### src/rtl/serial_pkg.sv
// Shared definitions for the serial bit source and the FSM_lab test environment.
package serial_pkg;

  // Default word width, shared with the sequence detector environment.
  localparam int SER_WIDTH = 20;

  // Serializer states.
  typedef enum logic {
    ST_IDLE  = 1'b0,
    ST_SHIFT = 1'b1
  } ser_state_t;

endpackage : serial_pkg

### src/rtl/serial_bit_source.sv
// Parallel-to-serial source: takes a word over valid/ready and emits it
// MSB-first, one bit per enabled clock, feeding the FSM_lab detector input.
module serial_bit_source
  import serial_pkg::*;
#(
  parameter int   WIDTH      = SER_WIDTH,
  parameter logic IDLE_LEVEL = 1'b0
) (
  input  logic             clk,
  input  logic             rst,
  input  logic [WIDTH-1:0] load_data,
  input  logic             load_valid,
  output logic             load_ready,
  input  logic             en,
  output logic             ser_out,
  output logic             ser_valid,
  output logic             busy,
  output logic             done
);

  localparam int             CW       = $clog2(WIDTH);
  localparam logic [CW-1:0]  CNT_LAST = CW'(WIDTH - 1);

  ser_state_t       state;
  logic [WIDTH-1:0] sreg;
  logic [CW-1:0]    cnt;
  logic             last;
  logic             accept;

  // The final bit retires on an enabled edge; the next word may be taken on that same edge.
  always_comb begin
    last       = (state == ST_SHIFT) && en && (cnt == CNT_LAST);
    load_ready = (state == ST_IDLE) || last;
    accept     = load_valid && load_ready;
  end

  // Single FSM: loads, shifts, stalls and retires words; all outputs are registered.
  always_ff @(posedge clk) begin
    if (rst) begin
      state     <= ST_IDLE;
      sreg      <= '0;
      cnt       <= '0;
      ser_out   <= IDLE_LEVEL;
      ser_valid <= 1'b0;
      busy      <= 1'b0;
      done      <= 1'b0;
    end else begin
      done <= 1'b0;
      case (state)
        ST_IDLE: begin
          if (accept) begin
            sreg      <= load_data;
            cnt       <= '0;
            state     <= ST_SHIFT;
            ser_out   <= load_data[WIDTH-1];
            ser_valid <= 1'b1;
            busy      <= 1'b1;
          end
        end
        ST_SHIFT: begin
          if (en) begin
            if (last) begin
              done <= 1'b1;
              if (accept) begin
                sreg    <= load_data;
                cnt     <= '0;
                ser_out <= load_data[WIDTH-1];
              end else begin
                state     <= ST_IDLE;
                sreg      <= '0;
                cnt       <= '0;
                ser_out   <= IDLE_LEVEL;
                ser_valid <= 1'b0;
                busy      <= 1'b0;
              end
            end else begin
              sreg    <= {sreg[WIDTH-2:0], 1'b0};
              cnt     <= cnt + 1'b1;
              ser_out <= sreg[WIDTH-2];
            end
          end
        end
        default: begin
          state     <= ST_IDLE;
          sreg      <= '0;
          cnt       <= '0;
          ser_out   <= IDLE_LEVEL;
          ser_valid <= 1'b0;
          busy      <= 1'b0;
        end
      endcase
    end
  end

endmodule : serial_bit_source

### config.mk
export PLATFORM = sky130hd
export DESIGN_NAME = serial_bit_source
export DESIGN_NICKNAME = d
export VERILOG_FILES = /design/src/rtl/serial_pkg.sv /design/src/rtl/serial_bit_source.sv
export SDC_FILE = /design/constraint.sdc
export NUM_CORES = 1
export LEC_CHECK = 0
export CAP_MARGIN = 5
export CORE_MARGIN = 5
export CORE_UTILIZATION = 35
export CTS_CLUSTER_DIAMETER = 100
export CTS_CLUSTER_SIZE = 20
export DETAILED_ROUTE_END_ITERATION = 8
export DONT_BUFFER_PORTS = 1
export PLACE_DENSITY_LB_ADDON = 0.25
export SLEW_MARGIN = 20
export SYNTH_ARGS = -nofsm -noshare
export SYNTH_HDL_FRONTEND = slang
export SYNTH_SLANG_ARGS = --single-unit
export TNS_END_PERCENT = 20
### constraint.sdc
create_clock -name clk -period 1.96 [get_ports clk]
set_input_delay 0 -clock clk [delete_from_list [all_inputs] [get_ports clk]]
set_output_delay 0 -clock clk [all_outputs]
set_load 0.01 [all_outputs]
==> results.py <==
metrics = {
    "die": {
        "dieArea_um2": 5350,
        "die_y_um": 73.2,
        "start_util_pct": 35.4,
        "die_width_um": 73.2,
        "rows": 23,
        "core_area_um2": 3940,
        "io_pins": 29,
    },
    "final_layout": {
        "area_delta_synth_final_pct": 21.3,
        "drive_gt1_share_pct": 12.2,
        "most-common-layout-cells": "o21ai_0, dfxtp_1, dlygate4sd3_1, a31oi_1, o22ai_1",
        "nets": 198,
        "fillers": 394,
        "antenna_cells": 0,
        "final_area_um2": 1690,
        "multi_input_area_um2": 717,
        "regArea_um2": 561,
        "final_common_cell": "o21ai_0",
    },
    "timing": {
        "slew_headroom_pct": 57.6,
        "rsz0062_at_grt": "false",
        "tightest_slew_ns": 0.636,
        "setup_violations": 0,
        "finalSetupTns_ns": 0,
        "hold_viol": 0,
        "period_share_pct": 90.4,
        "fin_skew_ns": 0.00316,
        "period_needed_ns": 1.77,
        "slew_violations": 0,
        "fmax_ghz": 0.564,
    },
    "detailed_routing": {
        "drt-total-wl_mm": 3.45,
        "wl_per_cell_um": 15.5,
        "final_antenna_net_count": 0,
        "avgViaCountPerCell": 5.74,
        "firstDrtPassIters": 4,
        "drc": 0,
        "num_vias": 1275,
        "first_iter_violations": 69,
    },
    "clocking": {
        "cts_tree": "built",
        "cts_buffers": 3,
        "clk_path_buf_depth": 2,
        "cts_max_level": 1,
        "cts_resized": 0,
        "insertion_delay_ns": 0.27,
        "clk_pin_slew_ns": 0.10,
        "clockRootBuffer": "clkbuf_8",
        "cts.sinks": 28,
    },
    "place": {
        "routabilityCongestion": 0.780,
        "place_hpwl_mm": 2.27,
        "post_dp_cell_area_um2": 1390,
        "port_buffers": 0,
    },
    "logic_synthesis": {
        "yosys.area_share.simple_pct": 6.54,
        "synthMuxAreaShare_pct": 2.69,
        "ys_seq_area_share_pct": 40.1,
        "async_reset_ff_share_pct": 0,
        "ys_ff_latch": 28,
        "synth_adder_area_share_pct": 0.896,
        "yosys_warnings": 0,
        "synth_fp_nets": 180,
        "netlist_area_um2": 1400,
        "synth_cells": 155,
        "synth_cell_types": 33,
        "synthXorXnorAreaFrac_pct": 1.16,
        "synth_edf_count": 0,
        "synth-compound-area-share_pct": 40.1,
        "ys.flop_type": "dfxtp_1",
        "syn_area_per_cell_um2": 9.01,
        "synth_top_family_by_area": "compound AO/OA/AOI/OAI gates",
    },
    "global_route": {
        "met1_usage_pct": 15.0,
        "grtUsageMet2_pct": 24.1,
        "grt_usage_pct": 13.1,
        "grt_pass1_vias": 1244,
        "antenna_found_initial": 0,
        "grt_max_degree": 40,
        "grt_pass1_wl_mm": 5.61,
        "grt_use_met3_pct": 2.34,
        "grt_remaining_overflow": 0,
        "globalRoute.busiestLayer": "met2",
    },
    "min_path": {
        "hold_path.class": "in -> reg",
    },
    "outcome": {
        "status": "finished, final reports clean",
    },
    "critical_path": {
        "crit_type": "reg -> out",
        "critical_path_peak_fanout": 4,
        "cp-end-kind": "output port",
        "worstPathRequired_ns": 1.96,
        "startpoint_type": "register",
        "critPathArrivalTime_ns": 1.77,
    },
    "pwr": {
        "power_leakage_nw": 0.575,
        "p_per_area_nw_per_um2": 804,
        "max-vdd-ir-drop_uv": 282,
    },
    "job": {
        "drv_cap": 0,
    },
}
[per-stage QoR]
step | setup slack [ns] | util, % | total power (W) | hold WS, ns | cells
after floorplan | 0.519 | - | 0.000852 | 0.0691 | 155
after CTS | 0.211 | 43.0 | 0.00138 | 0.0766 | 222
after detailed placement | 0.343 | 35.3 | 0.000875 | 0.0767 | 195
after global routing | 0.0755 | 43.0 | 0.00143 | 0.0830 | 222
final | 0.187 | 43.0 | 0.00136 | 0.0818 | 222
after global placement | 0.409 | 35.3 | 0.000869 | 0.0733 | 195
[timing repair]
action / CTS / global route
hold buffers: 23 / 0
endpoints found under the hold margin: 24 / 0
buffers inserted: 0 / 0
[registers in the layout (all words and copies together), names as in the netlist]
register / count
sreg: 19
cnt: 5
busy: 1
done: 1
ser_out: 1
state: 1
[synthesized netlist by cell type, types with 2 or more instances]
cell | count | area, um^2
a21oi_1 | 4 | 20.0
a31oi_1 | 19 | 119
buf_2 | 3 | 15.0
buf_6 | 3 | 33.8
clkbuf_1 | 6 | 22.5
dfxtp_1 | 28 | 561
inv_1 | 4 | 15.0
nand3_1 | 2 | 10.0
nor2_1 | 2 | 7.51
o21ai_0 | 34 | 170
o21ai_1 | 3 | 15.0
o21ai_2 | 6 | 52.6
o22ai_1 | 19 | 119
or3_1 | 3 | 18.8
[where the power goes]
| group | switching [W] | total, W | internal, W |
|---|---|---|---|
| Combinational | 0.000116 | 0.000229 | 0.000114 |
| Sequential | 0.0000494 | 0.000674 | 0.000624 |
| Clock | 0.000186 | 0.000460 | 0.000273 |
| Total | 0.000351 | 0.00136 | 0.00101 |
[layout make-up]
cell class                      instances  area share [%]
Clock buffer                            3            2.44
Clock inverter                          1            1.77
Tap cell                               50            3.69
Timing Repair Buffer                   28            15.8
Sequential cell                        28            33.1
Inverter                                4           0.886
Multi-Input combinational cell        108            42.3
[worst max-delay path: stages, from the launching register on]
cell	delay (ns)
dfxtp_1	0.41
ha_1	0.25
nand4bb_1	0.21
o21ai_0	0.42
buf_4	0.20
[cells by family after synthesis]
group / Yosys count
AND/OR/NAND/NOR: 14
buffers and inverters: 19
flip-flops: 28
multiplexers: 2
XOR/XNOR: 1
adder cells (fa/ha/maj): 1
AO/OA/AOI/OAI: 90
[layer usage]
metal | share of wire (%) | up-vias
met5 | 0 | -
met4 | 0.55 | 0
met3 | 4.3 | 2
met2 | 51 | 17
met1 | 44 | 619
li1 | - | 637
[final timing paths]
kind | from | endpoint | slack, ns | cells after the start
max | cnt[0] | load_ready | 0.19 | 4
min | load_valid | ser_out | 0.08 | 3
max reg2reg | state | sreg[1] | 0.31 | 5
min reg2reg | cnt[4] | cnt[4] | 0.53 | 2
No activity file was read; power rests on OpenSTA's default activity.
